===== src/rtl/mem_access_unit_pkg.sv =====
// ----------------------------------------------------------------------------
// mem_access_unit_pkg
// Shared definitions for the MEM-stage data-memory access controller:
//   - RV32I load/store width codes (funct3)
//   - FSM state encoding
//   - helpers that classify an access as legal and/or misaligned
// ----------------------------------------------------------------------------
package mem_access_unit_pkg;

    // RV32I width/sign codes shared by loads and stores
    localparam logic [2:0] F3_B  = 3'b000;
    localparam logic [2:0] F3_H  = 3'b001;
    localparam logic [2:0] F3_W  = 3'b010;
    localparam logic [2:0] F3_BU = 3'b100;
    localparam logic [2:0] F3_HU = 3'b101;

    typedef enum logic [1:0] {
        IDLE = 2'd0,
        BUSY = 2'd1,
        DONE = 2'd2
    } state_e;

    // Stores only have B/H/W; loads add the unsigned byte/half variants.
    // Asking for a read and a write at the same time is never legal.
    function automatic logic f3Legal(input logic isRead, input logic isWrite,
                                     input logic [2:0] f3);
        logic ok;
        ok = 1'b0;
        if (isRead && isWrite) begin
            ok = 1'b0;
        end else if (isRead) begin
            ok = (f3 == F3_B) || (f3 == F3_H) || (f3 == F3_W) ||
                 (f3 == F3_BU) || (f3 == F3_HU);
        end else if (isWrite) begin
            ok = (f3 == F3_B) || (f3 == F3_H) || (f3 == F3_W);
        end
        return ok;
    endfunction

    // Halfwords need an even address, words need a 4-byte aligned address.
    function automatic logic f3Misaligned(input logic [2:0] f3,
                                          input logic [1:0] addrLo);
        logic mis;
        mis = 1'b0;
        case (f3)
            F3_H, F3_HU: mis = addrLo[0];
            F3_W:        mis = (addrLo != 2'b00);
            default:     mis = 1'b0;
        endcase
        return mis;
    endfunction

endpackage


===== src/rtl/mem_access_unit_load_align.sv =====
// ----------------------------------------------------------------------------
// mem_load_align
// Combinational load-lane extraction and sign/zero extension. Picks the
// addressed byte or halfword out of a 32-bit read word and widens it to
// 32 bits according to the RV32I funct3 code.
//
// Ports:
//   rdata_i    [31:0]  raw word returned by memory
//   addr_lo_i  [1:0]   byte offset of the access inside the word
//   funct3_i   [2:0]   load width/sign code
//   load_val_o [31:0]  aligned, extended load value
// ----------------------------------------------------------------------------
module mem_load_align
    import mem_access_unit_pkg::*;
(
    input  logic [31:0] rdata_i,
    input  logic [1:0]  addr_lo_i,
    input  logic [2:0]  funct3_i,
    output logic [31:0] load_val_o
);

    logic [7:0]  byteLane;
    logic [15:0] halfLane;

    assign byteLane = rdata_i[8*addr_lo_i +: 8];
    assign halfLane = rdata_i[16*addr_lo_i[1] +: 16];

    // Width/sign selection; unknown codes pass the word through untouched
    always_comb begin
        load_val_o = rdata_i;
        case (funct3_i)
            F3_B:    load_val_o = {{24{byteLane[7]}}, byteLane};
            F3_BU:   load_val_o = {24'h000000, byteLane};
            F3_H:    load_val_o = {{16{halfLane[15]}}, halfLane};
            F3_HU:   load_val_o = {16'h0000, halfLane};
            default: load_val_o = rdata_i;
        endcase
    end

endmodule


===== src/rtl/mem_access_unit.sv =====
// ----------------------------------------------------------------------------
// mem_access_unit
// MEM-stage data-memory access controller. Takes the ALU result as the
// effective address, drives a req/ack data bus, builds byte enables and
// lane-replicated store data, and aligns/extends load data for WB. Stalls
// the pipeline while an access is in flight and flags bad accesses/timeouts.
//
// Ports:
//   clk_i, reset_i       clock, synchronous active-high reset
//   ex_valid_i           EX/MEM slot holds a valid instruction
//   mem_read_i           load instruction
//   mem_write_i          store instruction
//   funct3_i     [2:0]   RV32I width/sign code
//   alu_result_i [31:0]  effective address
//   store_data_i [31:0]  rs2 value after forwarding
//   dmem_req_o           bus request, held until ack
//   dmem_we_o            1 = write
//   dmem_addr_o  [31:0]  word-aligned address
//   dmem_be_o    [3:0]   byte enables
//   dmem_wdata_o [31:0]  lane-replicated store data
//   dmem_ack_i           bus completion pulse
//   dmem_rdata_i [31:0]  read word, valid with ack
//   load_data_o  [31:0]  aligned, extended load result
//   mem_stall_o          freeze upstream pipeline registers
//   mem_done_o           one-cycle pulse on retire
//   access_exc_o         one-cycle pulse on misaligned/illegal access
//   bus_err_o            one-cycle pulse on bus timeout
// ----------------------------------------------------------------------------
module mem_access_unit
    import mem_access_unit_pkg::*;
#(
    parameter int TIMEOUT_CYCLES = 255
) (
    input  logic        clk_i,
    input  logic        reset_i,
    input  logic        ex_valid_i,
    input  logic        mem_read_i,
    input  logic        mem_write_i,
    input  logic [2:0]  funct3_i,
    input  logic [31:0] alu_result_i,
    input  logic [31:0] store_data_i,
    output logic        dmem_req_o,
    output logic        dmem_we_o,
    output logic [31:0] dmem_addr_o,
    output logic [3:0]  dmem_be_o,
    output logic [31:0] dmem_wdata_o,
    input  logic        dmem_ack_i,
    input  logic [31:0] dmem_rdata_i,
    output logic [31:0] load_data_o,
    output logic        mem_stall_o,
    output logic        mem_done_o,
    output logic        access_exc_o,
    output logic        bus_err_o
);

    localparam int              CNT_W    = $clog2(TIMEOUT_CYCLES + 1);
    localparam logic [CNT_W-1:0] CNT_LAST = CNT_W'(TIMEOUT_CYCLES - 1);
    localparam logic [CNT_W-1:0] CNT_ONE  = CNT_W'(1);

    state_e            state_q, state_d;
    logic [CNT_W-1:0]  cnt_q, cnt_d;
    logic              req_q, req_d;
    logic              we_q, we_d;
    logic [31:0]       addr_q, addr_d;
    logic [3:0]        be_q, be_d;
    logic [31:0]       wdata_q, wdata_d;
    logic [31:0]       load_data_q, load_data_d;
    logic              done_q, done_d;
    logic              exc_q, exc_d;
    logic              berr_q, berr_d;
    logic [2:0]        funct3_q, funct3_d;
    logic [1:0]        addr_lo_q, addr_lo_d;
    logic              is_load_q, is_load_d;

    logic              acc;
    logic              accOk;
    logic [3:0]        beCalc;
    logic [31:0]       wdataCalc;
    logic [31:0]       alignedLoad;

    assign acc   = ex_valid_i && (mem_read_i || mem_write_i);
    assign accOk = acc && f3Legal(mem_read_i, mem_write_i, funct3_i) &&
                   !f3Misaligned(funct3_i, alu_result_i[1:0]);

    // Byte enables and replicated store data for the incoming access.
    // Loads always read the full word; the lane is picked on the way back.
    always_comb begin
        beCalc    = 4'b1111;
        wdataCalc = 32'h0000_0000;
        if (mem_write_i) begin
            case (funct3_i)
                F3_B: begin
                    beCalc    = 4'b0001 << alu_result_i[1:0];
                    wdataCalc = {4{store_data_i[7:0]}};
                end
                F3_H: begin
                    beCalc    = alu_result_i[1] ? 4'b1100 : 4'b0011;
                    wdataCalc = {2{store_data_i[15:0]}};
                end
                default: begin
                    beCalc    = 4'b1111;
                    wdataCalc = store_data_i;
                end
            endcase
        end
    end

    mem_load_align u_load_align (
        .rdata_i    (dmem_rdata_i),
        .addr_lo_i  (addr_lo_q),
        .funct3_i   (funct3_q),
        .load_val_o (alignedLoad)
    );

    // Next-state logic. Bus outputs and load type are captured on accept and
    // then held so the bus sees stable values for the whole transaction;
    // the three status flags default low so they only ever pulse one cycle.
    always_comb begin
        state_d     = state_q;
        cnt_d       = cnt_q;
        req_d       = req_q;
        we_d        = we_q;
        addr_d      = addr_q;
        be_d        = be_q;
        wdata_d     = wdata_q;
        load_data_d = load_data_q;
        funct3_d    = funct3_q;
        addr_lo_d   = addr_lo_q;
        is_load_d   = is_load_q;
        done_d      = 1'b0;
        exc_d       = 1'b0;
        berr_d      = 1'b0;

        case (state_q)
            IDLE: begin
                if (acc && !accOk) begin
                    exc_d = 1'b1;
                end else if (accOk) begin
                    addr_d    = {alu_result_i[31:2], 2'b00};
                    be_d      = beCalc;
                    wdata_d   = wdataCalc;
                    we_d      = mem_write_i;
                    funct3_d  = funct3_i;
                    addr_lo_d = alu_result_i[1:0];
                    is_load_d = mem_read_i;
                    req_d     = 1'b1;
                    cnt_d     = '0;
                    state_d   = BUSY;
                end
            end
            BUSY: begin
                // Ack is tested first so a late ack on the last allowed
                // cycle still completes the access.
                if (dmem_ack_i) begin
                    req_d   = 1'b0;
                    done_d  = 1'b1;
                    state_d = DONE;
                    if (is_load_q) begin
                        load_data_d = alignedLoad;
                    end
                end else if (cnt_q == CNT_LAST) begin
                    req_d       = 1'b0;
                    load_data_d = 32'h0000_0000;
                    berr_d      = 1'b1;
                    state_d     = DONE;
                end else begin
                    cnt_d = cnt_q + CNT_ONE;
                end
            end
            DONE: begin
                state_d = IDLE;
            end
            default: begin
                state_d = IDLE;
                req_d   = 1'b0;
            end
        endcase
    end

    // State and output registers with synchronous reset
    always_ff @(posedge clk_i) begin
        if (reset_i) begin
            state_q     <= IDLE;
            cnt_q       <= '0;
            req_q       <= 1'b0;
            we_q        <= 1'b0;
            addr_q      <= 32'h0000_0000;
            be_q        <= 4'b0000;
            wdata_q     <= 32'h0000_0000;
            load_data_q <= 32'h0000_0000;
            done_q      <= 1'b0;
            exc_q       <= 1'b0;
            berr_q      <= 1'b0;
            funct3_q    <= 3'b000;
            addr_lo_q   <= 2'b00;
            is_load_q   <= 1'b0;
        end else begin
            state_q     <= state_d;
            cnt_q       <= cnt_d;
            req_q       <= req_d;
            we_q        <= we_d;
            addr_q      <= addr_d;
            be_q        <= be_d;
            wdata_q     <= wdata_d;
            load_data_q <= load_data_d;
            done_q      <= done_d;
            exc_q       <= exc_d;
            berr_q      <= berr_d;
            funct3_q    <= funct3_d;
            addr_lo_q   <= addr_lo_d;
            is_load_q   <= is_load_d;
        end
    end

    // Stall covers the accept cycle and every BUSY cycle, but drops in DONE
    // so the pipeline advances while the access retires.
    assign mem_stall_o  = ((state_q == IDLE) && accOk) || (state_q == BUSY);

    assign dmem_req_o   = req_q;
    assign dmem_we_o    = we_q;
    assign dmem_addr_o  = addr_q;
    assign dmem_be_o    = be_q;
    assign dmem_wdata_o = wdata_q;
    assign load_data_o  = load_data_q;
    assign mem_done_o   = done_q;
    assign access_exc_o = exc_q;
    assign bus_err_o    = berr_q;

endmodule

===== config.mk =====
export PLATFORM = sky130hd
export DESIGN_NAME = mem_access_unit
export DESIGN_NICKNAME = d
export VERILOG_FILES = /design/src/rtl/mem_access_unit_pkg.sv /design/src/rtl/mem_access_unit_load_align.sv /design/src/rtl/mem_access_unit.sv
export SDC_FILE = /design/constraint.sdc
export NUM_CORES = 1
export LEC_CHECK = 0
export CORE_MARGIN = 4
export CORE_UTILIZATION = 35
export DETAILED_ROUTE_END_ITERATION = 6
export DONT_BUFFER_PORTS = 1
export GPL_TIMING_DRIVEN = 1
export PLACE_DENSITY = 0.53
export SLEW_MARGIN = 15
export SYNTH_ARGS = -nofsm -noshare
export SYNTH_HDL_FRONTEND = slang
export SYNTH_SLANG_ARGS = --single-unit

===== constraint.sdc =====
create_clock -name clk_i -period 1.6 [get_ports clk_i]
set_clock_uncertainty 0.1 [all_clocks]
set_input_delay 0.32 -clock clk_i [delete_from_list [all_inputs] [get_ports clk_i]]
set_output_delay 0.32 -clock clk_i [all_outputs]
set_load 0.02 [all_outputs]

Word-level counts from Yosys, hierarchy flattened
Cells that the tools add are included.
{ "totals": {"register_bits": 119, "latch_bits": 0, "mem_bits_rw": 0, "rom_bits": 0, "inputBits": 105, "out_inout_bits": 106, "word_cells": 98, "memories": 0} }
{ "op_classes": {"addsub": 1, "n_mul": 0, "n_div": 0, "magnitude_cmp": 0, "n_eq_ne": 16, "shifts": 3, "muxes": 31, "bitwise_logic": 4, "reduce_logical": 29} }
{ "op_table": {"columns": ["cell", "n"], "rows": [
  ["32-bit two-way mux", 4],
  ["32-bit one-hot mux with 4 select lines", 1],
  ["32-bit one-hot mux with 2 select lines", 1],
  ["8-bit two-way mux", 4],
  ["32-bit by 6-bit indexed part select with 16-bit output", 1],
  ["32-bit by 6-bit indexed part select with 8-bit output", 1],
  ["8-bit one-hot mux with 2 select lines", 1],
  ["3-bit == test (second input constant)", 4],
  ["1-bit two-way mux", 10],
  ["3-bit AND reduction", 3],
  ["8-bit by 1-bit adder with 8-bit output (second input constant)", 1],
  ["8-bit == test (second input constant)", 1],
  ["2-bit two-way mux", 4],
  ["4-bit two-way mux", 2],
  ["2-bit != test (second input constant)", 4],
  ["4-bit one-hot mux with 2 select lines", 1],
  ["3-bit by 1-bit == test with 1-bit output (second input constant)", 2],
  ["1-bit logical AND", 6],
  ["3-bit zero test", 2],
  ["1-bit logical OR", 6],
  ["2-bit nonzero test", 3],
  ["2-bit OR reduction", 3],
  ["5-bit AND reduction", 1],
  ["1-bit NOT", 4],
  ["13 further kinds", 14]
]} }

Logic depth before layout (Yosys ltp)
{ "depth": {"depth_word": 13, "depth_mapped": 7, "ltp_nobuf": 6} }

By module
Synthesis repeated with hierarchy kept, for this count alone.
{ "hier_totals": {"hier_cells": 628, "hier_area_um2": 5639.2} }
{ "by_module_without_submodules": {"columns": ["module", "n_inst", "cells_each", "area_each_um2", "seq_area_each_um2"], "rows": [
  ["mem_access_unit", 1, 519, 5011.1, 2382.3],
  ["mem_load_align", 1, 109, 628.1, 0.0]
]} }

Worst setup path before layout
OpenSTA, ideal clock, no wires.
{ "synth_path": {"path_type": "input port to output port", "startpoint": "input port funct3_i[0]", "endpoint": "output port mem_stall_o", "t_arrival_ns": 1.402, "required_ns": 1.180, "path_slack_ns": -0.222, "path_stages": 7, "n_path_buf": 3, "cell_sequence": "buf_2 -> nor3_1 -> o22a_2 -> buf_6 -> buf_4 -> nand2_1 -> nand2_1"} }
{ "synth_via": {"elab_chain_cells": 11, "elab_cells_between_ends": 19, "classes_between": "eq/ne (4); mux (4); reduce/logical (11)"} }
{ "synth_rtl": {"columns": ["item", "line", "rtl"], "rows": [
  ["from (decl)", "mem_access_unit.sv:39", "input logic [2:0] funct3_i,"],
  ["3-bit by 1-bit == test with 1-bit output / 3-bit zero test (equally long branches)", "mem_access_unit_pkg.sv:32, mem_access_unit_pkg.sv:35, mem_access_unit_pkg.sv:45", null],
  ["1-bit logical OR (2 in series)", "mem_access_unit_pkg.sv:32, mem_access_unit_pkg.sv:35", null],
  ["1-bit logical OR", "mem_access_unit_pkg.sv:32", "ok = (f3 == F3_B) || (f3 == F3_H) || (f3 == F3_W) ||"],
  ["1-bit logical OR", "mem_access_unit_pkg.sv:33", "(f3 == F3_BU) || (f3 == F3_HU);"],
  ["1-bit two-way mux", "mem_access_unit_pkg.sv:31", "end else if (isRead) begin"],
  ["1-bit two-way mux", "mem_access_unit_pkg.sv:29", "if (isRead && isWrite) begin"],
  ["1-bit logical AND", "mem_access_unit.sv:82", "assign accOk = acc && f3Legal(mem_read_i, mem_write_i, funct3_i) &&"],
  ["1-bit logical AND (*)", "mem_access_unit.sv:82", null],
  ["1-bit logical AND (*)", "mem_access_unit.sv:217", "assign mem_stall_o = ((state_q == IDLE) && accOk) || (state_q == BUSY);"],
  ["1-bit logical OR (*)", "mem_access_unit.sv:217", null],
  ["to (decl)", "mem_access_unit.sv:50", "output logic mem_stall_o,"]
]} }
Every way passes the cells marked *; elsewhere a longest branch is shown, timed or not.

Final worst setup path
{ "layout_path": {"startpoint": "register state_q[0]", "endpoint": "output port mem_stall_o"} }
{ "layout_via": {"elab_chain_cells": 3, "elab_cells_between_ends": 4, "classes_between": "eq/ne (1); reduce/logical (3)"} }
{ "layout_rtl": {"columns": ["item", "line", "rtl"], "rows": [
  ["from (decl)", "mem_access_unit.sv:60", "state_e state_q, state_d;"],
  ["from (signal assigned)", "mem_access_unit.sv:198", "state_q <= state_d;"],
  ["2-bit zero test", "mem_access_unit.sv:217", null],
  ["1-bit logical AND", "mem_access_unit.sv:217", null],
  ["1-bit logical OR (*)", "mem_access_unit.sv:217", null]
]} }
Marks and branches as above.

==> metrics.cfg <==
[drt]
drtAntennaViolNets = 0
vias = 5048
drc = 0
drt_iter0_drc = 298
wirelength_um = 18600
first_pass_iters = 5
wl_per_cell_um = 21.2
vias_per_cell = 5.74

[floorplan]
die_area_um2 = 17500
placementRows = 45
core_area_um2 = 15200
initial_core_util_pct = 35.7
die_y_um = 132
fp.dieW_um = 132
boundaryPins = 211

[placed_design]
io_buffers = 0
dp_cells = 755
hpwl_um = 11800
gp_congestion = 0.833

[grt]
overflow = 0
grt_util_met1_pct = 23.0
grt_pass1_wl_um = 28900
grt_usage_pct = 20.5
use_met2_pct = 33.7
met3_usage_pct = 9.85
first_global_vias = 5137
grt_max_degree = 46
antenna_found_initial = 1
grt-busiest-layer = met2

[worst_setup_path]
critPathBufInv = 1
path_delay_family = flip-flops
cp-end-kind = primary output
critPathSlowestCell = dfxtp_4
required_ps = 1180
max_stage_delay_ps = 360
rrSetupSlack_ps = -100
worstSetupStartpointType = flop
crit_fanout = 5
criticalPathCategory = reg2out
cp_common_cell = nand2_8
arrival_ps = 1320
path_cells = nor2_4 > o211a_4 > buf_12 > nand2_8 > nand2_8

[synth]
synthArstFlopShare_pct = 0
synth-edff-count = 0
syn_area_um2 = 5420
syn_area_per_cell_um2 = 9.48
yosys_warnings = 0
synthDistinctLibCells = 66
synthCells = 572
yosysTopAreaCell = dfxtp_1
ys_top_cells_by_area = dfxtp_1 44%, mux2i_1 6.1%, a22o_1 5.0%
ys.flop_type = dfxtp_1
yosysSeqAreaShare_pct = 43.9
synth_seq_cells = 119
yosys.area.top_type_share_pct = 43.9

[job]
cap_violations = 0

[clocking]
path_clk_slew_ps = 60
numCtsBuffers = 17
cts_sinks = 119
clk_latency_ps = 410
cts_tree = built
root_buffer = clkbuf_16
clockBufferDepth = 2
ctsHtreeMaxLevel = 4

[sta]
tightest_slew_ps = 648
fin_crit_sh_pct = 109
hold_ws_ps = 27.2
setup_slack_ps = -138
rsz0062_at_grt = yes
min_period_ps = 1740
hold_violations = 0
max_slew_margin_pct = 56.8
setup_viol = 57
setup_tns_ps = -3340
drv_slew = 0
fmax_mhz = 575

[final_layout]
seq_area_um2 = 2400
syn_to_final_growth_pct = 43.7
stdcell_count = 879
drive_gt1_share_pct = 25.5
fillers = 1384
multi_input_area_um2 = 3080
nNetsFinal = 784

[outcome]
violations = setup timing
outcome = complete, but fails checks

[power_and_ir_drop]
peakVddDrop_mv = 0.750
power_density_nw_per_um2 = 1010
p_leak_nw = 2.92

[hold_path]
hp-class = in2reg

-- worst paths after layout --
check / start / endpoint / depth (start not counted)
max: state_q[0] / mem_stall_o / 5
min: store_data_i[25] / dmem_wdata_o[25] / 2
max reg2reg: state_q[0] / dmem_wdata_o[17] / 8
min reg2reg: cnt_q[5] / cnt_q[5] / 2
-- cell usage in the layout, fill, tap and decap left out, types with 4 or more instances in the layout --
master	Yosys	routed
dfxtp_1	119	113
dlygate4sd3_1	0	66
a21oi_1	50	45
buf_4	4	45
nand3_1	38	37
nand2_1	36	34
mux2i_1	33	33
a22o_1	31	31
o21ai_0	46	23
o21ai_1	2	22
clkbuf_16	0	18
a21o_1	18	17
nand2b_1	12	12
o2bb2ai_1	25	12
o2bb2ai_2	0	11
buf_12	0	11
buf_6	3	10
nor2_1	12	9
a21oi_2	3	7
a32o_1	7	7
a22oi_1	7	7
o221ai_1	7	7
nor3_1	8	6
mux2_2	7	6
clkinv_4	0	5
o211ai_1	4	4
clkinvlp_4	0	4
inv_6	0	4
-- registers in the layout, indices dropped and copies added (netlist names), 2 cells and up --
register,count
dmem_be_o,4
funct3_q,3
load_data_o,32
cnt_q,8
addr_lo_q,2
state_q,2
dmem_addr_o,30
dmem_wdata_o,32
-- per-layer routing --
| layer | share of wire, % | routed length (um) | vias up |
|---|---|---|---|
| li1 | - | - | 2366 |
| met1 | 38 | 7050 | 2409 |
| met2 | 49 | 9180 | 234 |
| met3 | 11 | 1960 | 39 |
| met4 | 2.3 | 436 | 0 |
| met5 | 0 | 0 | - |
-- repair_timing --
action	in CTS	in global routing
setup endpoints to repair	89	113
buffers inserted	15	6
pin swaps	29	14
resized for setup	42	44
hold buffers	67	0
cloned	5	0
endpoints found under the hold margin	77	0
-- logic make-up after synthesis --
logic type | synth area share, %
other cells | 0.0692
fa+ha+maj | 0.461
compound gates | 28.6
flops | 43.9
xor+xnor | 0.646
simple gates | 13.4
mux | 7.82
buf+inv | 5.05
-- area by class of cell --
type,count,share of cell area (%)
well taps,188,3.02
diodes,1,0.0321
multi-input cells,398,39.5
inverters,4,0.193
clock buffers,17,5.46
flip-flops and latches,119,30.8
clock inverters,15,2.17
repair buffers,137,18.9
-- metrics by stage --
| step | instance area (um2) | utilization (%) | setup slack, ps | total power, mW |
|---|---|---|---|---|
| 2_1_floorplan | 5510 | - | -30.8 | 3.67 |
| 3_3_place_gp | 5940 | 39.1 | -27.7 | 3.80 |
| 3_5_place_dp | 5940 | 39.1 | -76.1 | 3.82 |
| 4_1_cts | 7600 | 50.0 | -171 | 7.91 |
| 5_1_grt | 7790 | 51.3 | -198 | 8.16 |
| 6_report | 7790 | 51.3 | -138 | 7.88 |
-- cell usage after synthesis (12+ instances only) --
cell type / number
o2bb2ai_1: 25
nand2b_1: 12
nand3_1: 38
nand2_1: 36
o21ai_0: 46
clkbuf_1: 21
a21oi_1: 50
nor2_1: 12
a22o_1: 31
dfxtp_1: 119
a21o_1: 18
mux2i_1: 33
buf_2: 21
-- power by group --
group	internal, mW	switching, mW	leakage, nW	total (mW)
logic	0.466	0.454	1.67	0.920
clock network	2.32	1.50	0.277	3.82
registers	3.02	0.117	0.966	3.14
total	5.81	2.07	2.92	7.88
Power figures use the tool's default switching activity.
